`config.mk`:
```
export PLATFORM = sky130hd
export DESIGN_NAME = dmem_ctrl_flat
export DESIGN_NICKNAME = d
export VERILOG_FILES = /design/src/rtl/dmem_pkg.sv /design/src/rtl/dmem_if.sv /design/src/rtl/dmem_lane_align.sv /design/src/rtl/dmem_ctrl.sv /design/src/flat_wrapper.sv
export SDC_FILE = /design/constraint.sdc
export NUM_CORES = 2
export LEC_CHECK = 0
export ABC_CLOCK_PERIOD_IN_PS = 17700
export CORE_UTILIZATION = 43
export CTS_BUF_LIST = sky130_fd_sc_hd__clkbuf_8
export CTS_CLUSTER_SIZE = 10
export DETAILED_ROUTE_END_ITERATION = 16
export DONT_BUFFER_PORTS = 1
export PLACE_DENSITY = 0.66
export RECOVER_POWER = 25
export SYNTH_ARGS = -nofsm -noshare
export SYNTH_HDL_FRONTEND = slang
export SYNTH_SLANG_ARGS = --single-unit
export TNS_END_PERCENT = 5
```
`constraint.sdc`:
```
create_clock -name clk -period 17.7 [get_ports clk]
set_input_delay 5.31 -clock clk [delete_from_list [all_inputs] [get_ports clk]]
set_output_delay 5.31 -clock clk [all_outputs]
set_load 0.03 [all_outputs]
```
`src/rtl/dmem_pkg.sv`:
```
// Shared encodings and types for the multi-cycle data memory controller.
package dmem_pkg;

  // Access size encodings on req_size; 2'd3 is illegal and faults.
  localparam logic [1:0] SIZE_B = 2'd0;
  localparam logic [1:0] SIZE_H = 2'd1;
  localparam logic [1:0] SIZE_W = 2'd2;

  // Width of the latency down-counter; covers LATENCY 1..15.
  localparam int CNT_W = 4;
  typedef logic [CNT_W-1:0] cnt_t;

  typedef enum logic {
    IDLE = 1'b0,
    BUSY = 1'b1
  } state_t;

endpackage

```
`src/rtl/dmem_if.sv`:
```
// Request/response bundle between the datapath and the data memory controller.
interface dmem_if #(
  parameter int XLEN = 32
) ();

  logic            req_valid;
  logic            req_ready;
  logic            req_we;
  logic [1:0]      req_size;
  logic            req_unsigned;
  logic [XLEN-1:0] req_addr;
  logic [XLEN-1:0] req_wdata;
  logic            resp_valid;
  logic [XLEN-1:0] resp_rdata;
  logic            resp_err;
  logic            busy;

  // Requester side (execute/writeback stages).
  modport master (
    output req_valid, req_we, req_size, req_unsigned, req_addr, req_wdata,
    input  req_ready, resp_valid, resp_rdata, resp_err, busy
  );

  // Controller side.
  modport slave (
    input  req_valid, req_we, req_size, req_unsigned, req_addr, req_wdata,
    output req_ready, resp_valid, resp_rdata, resp_err, busy
  );

endinterface

```
`src/rtl/dmem_lane_align.sv`:
```
// Stateless byte-lane steering: store merge, load extraction/extension and
// alignment check for a little-endian word of four byte lanes (XLEN = 32).
module dmem_lane_align
  import dmem_pkg::*;
#(
  parameter int XLEN = 32
) (
  input  logic [1:0]      i_lane,
  input  logic [1:0]      i_size,
  input  logic            i_unsigned,
  input  logic [XLEN-1:0] i_wdata,
  input  logic [XLEN-1:0] i_rword,
  output logic [3:0]      o_wmask,
  output logic [XLEN-1:0] o_wword,
  output logic [XLEN-1:0] o_rdata,
  output logic            o_misalign
);

  logic [7:0]      w_byte;
  logic [15:0]     w_half;
  logic [XLEN-1:0] w_rep;

  // Select lanes by size, extend the load value and merge store data into the old word.
  always_comb begin
    // NOTE: every output gets a default first so no path leaves it unassigned and infers a latch.
    o_wmask    = '0;
    o_rdata    = '0;
    o_misalign = 1'b0;
    w_rep      = i_wdata;
    w_byte     = i_rword[{i_lane, 3'b000} +: 8];
    w_half     = i_rword[{i_lane[1], 4'b0000} +: 16];
    case (i_size)
      SIZE_B: begin
        o_wmask = 4'b0001 << i_lane;
        w_rep   = {4{i_wdata[7:0]}};
        o_rdata = {{(XLEN-8){~i_unsigned & w_byte[7]}}, w_byte};
      end
      SIZE_H: begin
        o_wmask    = i_lane[1] ? 4'b1100 : 4'b0011;
        w_rep      = {2{i_wdata[15:0]}};
        o_rdata    = {{(XLEN-16){~i_unsigned & w_half[15]}}, w_half};
        o_misalign = i_lane[0];
      end
      SIZE_W: begin
        o_wmask    = 4'b1111;
        o_rdata    = i_rword;
        o_misalign = (i_lane != 2'b00);
      end
      default: ;
    endcase
    o_wword = i_rword;
    for (int k = 0; k < 4; k++) begin
      if (o_wmask[k]) o_wword[8*k +: 8] = w_rep[8*k +: 8];
    end
  end

endmodule

```
`src/rtl/dmem_ctrl.sv`:
```
// Multi-cycle data memory controller: one request at a time, fixed LATENCY,
// byte/half/word accesses with extension, alignment and range faults.
module dmem_ctrl
  import dmem_pkg::*;
#(
  parameter int XLEN       = 32,
  parameter int DEPTH      = 128,
  parameter int LATENCY    = 2,
  parameter int INIT_INDEX = 1
) (
  input  logic   clk,
  input  logic   rst,
  dmem_if.slave  bus
);

  localparam int              IDX_W       = (DEPTH > 1) ? $clog2(DEPTH) : 1;
  localparam logic [XLEN-3:0] DEPTH_WORDS = (XLEN-2)'(DEPTH);
  localparam cnt_t            CNT_LOAD    = cnt_t'(LATENCY - 1);

  typedef logic [XLEN-1:0] mem_t [DEPTH];

  // Power-up image of the array: word i holds i, or all zeros.
  function automatic mem_t init_mem();
    mem_t m;
    for (int i = 0; i < DEPTH; i++) m[i] = (INIT_INDEX != 0) ? XLEN'(i) : '0;
    return m;
  endfunction

  mem_t            r_mem = init_mem();
  state_t          r_state;
  cnt_t            r_cnt;
  logic            r_we;
  logic [1:0]      r_size;
  logic            r_unsigned;
  logic [XLEN-1:0] r_addr;
  logic [XLEN-1:0] r_wdata;
  logic            r_resp_valid;
  logic [XLEN-1:0] r_resp_rdata;
  logic            r_resp_err;

  logic [IDX_W-1:0] w_idx;
  logic [XLEN-1:0]  w_rword;
  logic [XLEN-1:0]  w_wword;
  logic [XLEN-1:0]  w_rdata;
  logic [3:0]       w_wmask;
  logic             w_misalign;
  logic             w_oob;
  logic             w_err;
  logic             w_fire;

  assign w_idx   = r_addr[2 +: IDX_W];
  assign w_rword = r_mem[w_idx];
  assign w_oob   = (r_addr[XLEN-1:2] >= DEPTH_WORDS);
  assign w_err   = w_misalign | w_oob | (r_size == 2'd3);
  assign w_fire  = (r_state == BUSY) && (r_cnt == '0);

  dmem_lane_align #(.XLEN(XLEN)) u_lane_align (
    .i_lane     (r_addr[1:0]),
    .i_size     (r_size),
    .i_unsigned (r_unsigned),
    .i_wdata    (r_wdata),
    .i_rword    (w_rword),
    .o_wmask    (w_wmask),
    .o_wword    (w_wword),
    .o_rdata    (w_rdata),
    .o_misalign (w_misalign)
  );

  assign bus.req_ready  = (r_state == IDLE);
  assign bus.busy       = (r_state == BUSY);
  assign bus.resp_valid = r_resp_valid;
  assign bus.resp_rdata = r_resp_rdata;
  assign bus.resp_err   = r_resp_err;

  // Control FSM: accept in IDLE, count down in BUSY, register the response on the last edge.
  always_ff @(posedge clk) begin
    // NOTE: sequential state uses non-blocking assignments so every flop samples pre-edge values.
    if (!rst) begin
      r_state      <= IDLE;
      r_cnt        <= '0;
      r_resp_valid <= 1'b0;
      r_resp_rdata <= '0;
      r_resp_err   <= 1'b0;
    end else begin
      r_resp_valid <= 1'b0;
      case (r_state)
        IDLE: begin
          if (bus.req_valid) begin
            r_we       <= bus.req_we;
            r_size     <= bus.req_size;
            r_unsigned <= bus.req_unsigned;
            r_addr     <= bus.req_addr;
            r_wdata    <= bus.req_wdata;
            r_cnt      <= CNT_LOAD;
            r_state    <= BUSY;
          end
        end
        BUSY: begin
          if (r_cnt == '0) begin
            r_resp_valid <= 1'b1;
            r_resp_err   <= w_err;
            r_resp_rdata <= (r_we || w_err) ? '0 : w_rdata;
            r_state      <= IDLE;
          end else begin
            r_cnt <= r_cnt - 1'b1;
          end
        end
        default: r_state <= IDLE;
      endcase
    end
  end

  // Commit a good store on its response edge; an edge in reset never writes.
  always_ff @(posedge clk) begin
    // NOTE: the array has no reset branch; only the write enable is qualified by rst.
    if (rst && w_fire && r_we && !w_err) r_mem[w_idx] <= w_wword;
  end

endmodule

```
`src/flat_wrapper.sv`:
```
// flat-port wrapper written by rule: the top's interface ports become plain ports
module dmem_ctrl_flat import dmem_pkg::*;
#(
  parameter int XLEN       = 32,
  parameter int DEPTH      = 128,
  parameter int LATENCY    = 2,
  parameter int INIT_INDEX = 1
)
  (clk, rst, bus_req_valid, bus_req_we, bus_req_size, bus_req_unsigned, bus_req_addr, bus_req_wdata, bus_req_ready, bus_resp_valid, bus_resp_rdata, bus_resp_err, bus_busy);
  dmem_if #(.XLEN(XLEN)) bus_i ();
  input  logic clk;
  input  logic rst;
  input wire logic [$bits(bus_i.req_valid)-1:0] bus_req_valid;
  input wire logic [$bits(bus_i.req_we)-1:0] bus_req_we;
  input wire logic [$bits(bus_i.req_size)-1:0] bus_req_size;
  input wire logic [$bits(bus_i.req_unsigned)-1:0] bus_req_unsigned;
  input wire logic [$bits(bus_i.req_addr)-1:0] bus_req_addr;
  input wire logic [$bits(bus_i.req_wdata)-1:0] bus_req_wdata;
  output wire logic [$bits(bus_i.req_ready)-1:0] bus_req_ready;
  output wire logic [$bits(bus_i.resp_valid)-1:0] bus_resp_valid;
  output wire logic [$bits(bus_i.resp_rdata)-1:0] bus_resp_rdata;
  output wire logic [$bits(bus_i.resp_err)-1:0] bus_resp_err;
  output wire logic [$bits(bus_i.busy)-1:0] bus_busy;
  assign bus_i.req_valid = bus_req_valid;
  assign bus_i.req_we = bus_req_we;
  assign bus_i.req_size = bus_req_size;
  assign bus_i.req_unsigned = bus_req_unsigned;
  assign bus_i.req_addr = bus_req_addr;
  assign bus_i.req_wdata = bus_req_wdata;
  assign bus_req_ready = bus_i.req_ready;
  assign bus_resp_valid = bus_i.resp_valid;
  assign bus_resp_rdata = bus_i.resp_rdata;
  assign bus_resp_err = bus_i.resp_err;
  assign bus_busy = bus_i.busy;
  dmem_ctrl #(.XLEN(XLEN), .DEPTH(DEPTH), .LATENCY(LATENCY), .INIT_INDEX(INIT_INDEX)) u_core (.clk(clk), .rst(rst), .bus(bus_i));
endmodule
```
==> flow_summary.rst <==
.. list-table::
   :header-rows: 1

   * - Metric
     - Value
   * - Most frequent cells in the layout
     - sky130_fd_sc_hd__edfxtp_1 (4164), sky130_fd_sc_hd__mux4_2 (1010), sky130_fd_sc_hd__clkbuf_8 (670), sky130_fd_sc_hd__nand2_1 (330), sky130_fd_sc_hd__mux2i_1 (301)
   * - Required time worst endpoint
     - 17990 ps
   * - Synthesis-stage register bit count
     - roughly 4200
   * - Setup Skew
     - 83.3 ps
   * - Predominant post-synthesis flop cell
     - sky130_fd_sc_hd__edfxtp_1
   * - Hold_buf cts
     - 0
   * - Number of synthesized flops with an enable pin
     - 4164
   * - Worst reg2reg path endpoint
     - u_core.r_mem[94][18]
   * - Footprint of the multi-input gates
     - 35300 sq um
   * - Starting DRC count in detailed routing
     - 10800
   * - Later-pin clock latency in the skew report
     - around 1200 ps
   * - Fraction of registers with async set or reset after synthesis
     - 0
   * - Aggregate negative setup slack
     - 0 ps
   * - Worst stage delay on the critical path
     - around 3300 ps
   * - Number of antenna violations at the first check in global routing
     - 46
   * - GRT Resource Usage Total
     - 0.235
   * - Register-to-Register Setup Slack
     - between 5000 and 6000 ps
   * - Part of the Yosys area used for sequential elements
     - 0.776
   * - Vert. Die Dim
     - 617 microns
   * - Die outline area
     - ~380000 sq um
   * - Number of nets with antenna violations after routing
     - 0
   * - Inst Count DP
     - 12100
   * - Row cnt
     - roughly 230
   * - Lkg Pwr
     - 56.3 nW
   * - Average wire length per cell after detail routing
     - 34.0 microns
   * - Number of cells upsized or downsized after cts
     - 0
   * - First-pass GRT wire length
     - 626 mm
   * - Type of the most critical hold path
     - reg2reg
   * - Hold violation count in the final report
     - 0
   * - TritonCTS buffer count
     - 650
   * - Final non-filler cell total
     - 13300
   * - Vias
     - between 80000 and 90000
   * - Maximum clock rate
     - about 84 MHz
   * - # fillers
     - 30100
   * - Starting density of the core
     - 0.432
   * - Worst Setup Start Kind
     - register
   * - Mapped Cells
     - 7342
   * - Syn nets
     - 7419
   * - Routability cong.
     - 0.958
   * - Post-route fraction of the period consumed by the critical path
     - 0.676
   * - YS warnings
     - 0
   * - Share of final-layout standard cells stronger than drive strength 1
     - 0.260
   * - Signal arrival time at the worst endpoint
     - 12250 ps
   * - Violated checks
     - max-capacitance violations, max-slew violations
   * - CP dominant cell by count
     - sky130_fd_sc_hd__clkbuf_1
   * - CTS max path bufs
     - 4
   * - Max-slew violation count
     - 1986
   * - Worst hold slack
     - 562 ps
   * - Max Cap Viol
     - 53
   * - Power Dens Cells
     - 117 nW/um^2
   * - Total of endpoints with negative setup slack in the final report
     - 0
   * - Count of input and output buffers
     - 0
   * - Placeable Area
     - between 300000 and 400000 sq um
   * - Min cycle time layout
     - about 12000 ps
   * - Area added between synthesis and finish
     - 11.4%
   * - Root Buffer
     - sky130_fd_sc_hd__clkbuf_8
   * - CP cell instances
     - clkbuf_1 > buf_4 > buf_12 > clkbuf_1 > mux4_2 > nand2_1 > a32oi_1 > nand3_1 > nand3_1 > nor2_1 > a31oi_4 > clkbuf_1
   * - Worst R2R Path Depth
     - 12
   * - Detailed placer's ending HPWL
     - 279 mm
   * - Overall routed net length
     - 452 mm
   * - Buffer count from post-CTS setup fixing
     - 0
   * - Number of detailed-route iterations in the first pass
     - 8
   * - Worst Tran Pin Value
     - 4660 ps
   * - Most common cell after layout, fill and taps aside
     - sky130_fd_sc_hd__edfxtp_1
   * - CTS tree
     - yes
   * - Outcome
     - finished with violations
   * - Vias per cell
     - 6.09
   * - Largest fanout on the critical path
     - 84
   * - Cell Area, Synth
     - 162000 sq um
   * - Cell with the largest stage delay on the worst path
     - sky130_fd_sc_hd__clkbuf_1
   * - X dimension of the die
     - 617 microns
   * - Maximum number of pins on one net before global-route repair
     - 123
   * - CTS sink cnt
     - between 4000 and 5000
   * - Final net count
     - 7868
   * - Max VDD drop
     - 0.114 mV
   * - Unrepaired setup endpoints after global routing
     - no
   * - Avg Synthesized Cell Area
     - about 22 sq um
   * - Pwr Total
     - ~21 mW
   * - Number of global-route vias before repair
     - 80500
   * - Remaining routing DRC violations
     - 0
   * - Reg clk slew, reported paths
     - 60 ps
   * - Rel. slew slack
     - -2.11
   * - Kind of end point of the critical path
     - register
   * - Number of distinct library cells after synthesis
     - between 80 and 90
   * - CTS H-tree depth
     - 6
   * - Worst setup path endpoint
     - u_core.r_mem[94][18]
   * - Global route overflow
     - 0
   * - Sequential cell area
     - about 130000 sq um
   * - Worst Setup Path Type
     - reg2reg
   * - Count of pins on the block boundary
     - roughly 110
## worst max-delay path: cells and delay by family, from the launching register on
kind / cells / cell delay [ps]
muxes: 1 / 610
and+or+nand+nor: 4 / 710
DFF: 1 / 790
AOI/OAI and AO/OA: 2 / 410
buffers and inverters: 5 / 8230
## power by group
part,internal (mW),total (mW),switching [mW]
clock network,3.69,7.46,3.77
registers,11.5,11.5,0.0315
logic,0.543,2.17,1.63
total,15.7,21.2,5.43
## worst min path at each step
stage	from	cells after the start	slack (ps)	endpoint
after global placement	u_core.r_cnt[3]	2	510	u_core.r_cnt[3]
final	u_core.r_cnt[3]	2	560	u_core.r_cnt[3]
after floorplan	u_core.r_addr[2]	2	470	register
after detailed placement	u_core.r_cnt[3]	2	540	u_core.r_cnt[3]
after global routing	u_core.r_cnt[3]	2	560	u_core.r_cnt[3]
after CTS	u_core.r_cnt[3]	2	560	u_core.r_cnt[3]
## flip-flops by register name (all words and copies together) (netlist names), 2 cells and up, named ones only
register               flops
u_core.r_mem            4096
u_core.bus.resp_rdata     32
u_core.r_addr             32
u_core.r_wdata            32
u_core.r_cnt               4
u_core.r_size              2
## Yosys cell counts (15+ instances only)
| cell type | number | area, sq um |
|---|---|---|
| sky130_fd_sc_hd__buf_2 | 98 | 490 |
| sky130_fd_sc_hd__nand4_1 | 30 | 188 |
| sky130_fd_sc_hd__nor2b_1 | 21 | 131 |
| sky130_fd_sc_hd__nor2_1 | 208 | 781 |
| sky130_fd_sc_hd__nand3_1 | 101 | 505 |
| sky130_fd_sc_hd__a211oi_1 | 37 | 278 |
| sky130_fd_sc_hd__a31oi_1 | 51 | 319 |
| sky130_fd_sc_hd__o22ai_1 | 67 | 419 |
| sky130_fd_sc_hd__buf_1 | 36 | 135 |
| sky130_fd_sc_hd__and2_1 | 21 | 131 |
| sky130_fd_sc_hd__a22oi_1 | 144 | 1080 |
| sky130_fd_sc_hd__nand2_1 | 331 | 1240 |
| sky130_fd_sc_hd__edfxtp_1 | 4164 | 125000 |
| sky130_fd_sc_hd__a32oi_1 | 53 | 464 |
| sky130_fd_sc_hd__clkbuf_1 | 158 | 593 |
| sky130_fd_sc_hd__nor4_1 | 35 | 219 |
| sky130_fd_sc_hd__mux2i_1 | 302 | 3020 |
| sky130_fd_sc_hd__a21oi_1 | 55 | 275 |
| sky130_fd_sc_hd__and3_1 | 28 | 175 |
| sky130_fd_sc_hd__a22o_1 | 31 | 272 |
| sky130_fd_sc_hd__mux4_1 | 15 | 394 |
| sky130_fd_sc_hd__dfxtp_1 | 46 | 921 |
| sky130_fd_sc_hd__buf_4 | 66 | 495 |
| sky130_fd_sc_hd__mux4_2 | 1010 | 22700 |
| sky130_fd_sc_hd__o21ai_0 | 23 | 115 |
| sky130_fd_sc_hd__buf_6 | 45 | 507 |
## routing by layer
layer	vias up	global-route usage	part of all wire
met4	18	0.123	0.059
met5	-	0	0.00025
met3	906	0.0525	0.098
met2	4618	0.367	0.47
met1	43200	0.309	0.37
li1	32200	-	-
## final cells by class
class	instances	area share
Sequential cell	4210	0.696
Multi-Input combinational cell	2704	0.195
Clock buffer	670	0.0510
Tap cell	4994	0.0345
Clock inverter	473	0.0137
Timing Repair Buffer	209	0.00884
Inverter	16	0.000380
Antenna cell	23	0.000318
## cell families (layout without fill, tap and decap cells)
| group | after synthesis | count (layout) | synth area share |
|---|---|---|---|
| flip-flops | 4210 | 4210 | 0.776 |
| buffers and inverters | 428 | 1368 | 0.0149 |
| AO/OA/AOI/OAI | 535 | 535 | 0.0243 |
| multiplexers | 1335 | 1335 | 0.162 |
| other | 0 | 23 | 0 |
| AND/OR/NAND/NOR | 826 | 826 | 0.0229 |
| adder cells (fa/ha/maj) | 6 | 6 | 0.000462 |
| XOR/XNOR | 2 | 2 | 0.000108 |
## per-stage QoR
stage	cell area (sq um)	setup WS (ps)	util
global route	181000	4830	0.481
detailed placement	170000	8730	0.451
finish	181000	5740	0.481
floorplan	162000	9770	-
CTS	181000	9850	0.482
global placement	170000	8740	0.451
(Power assumes the default switching activity.)
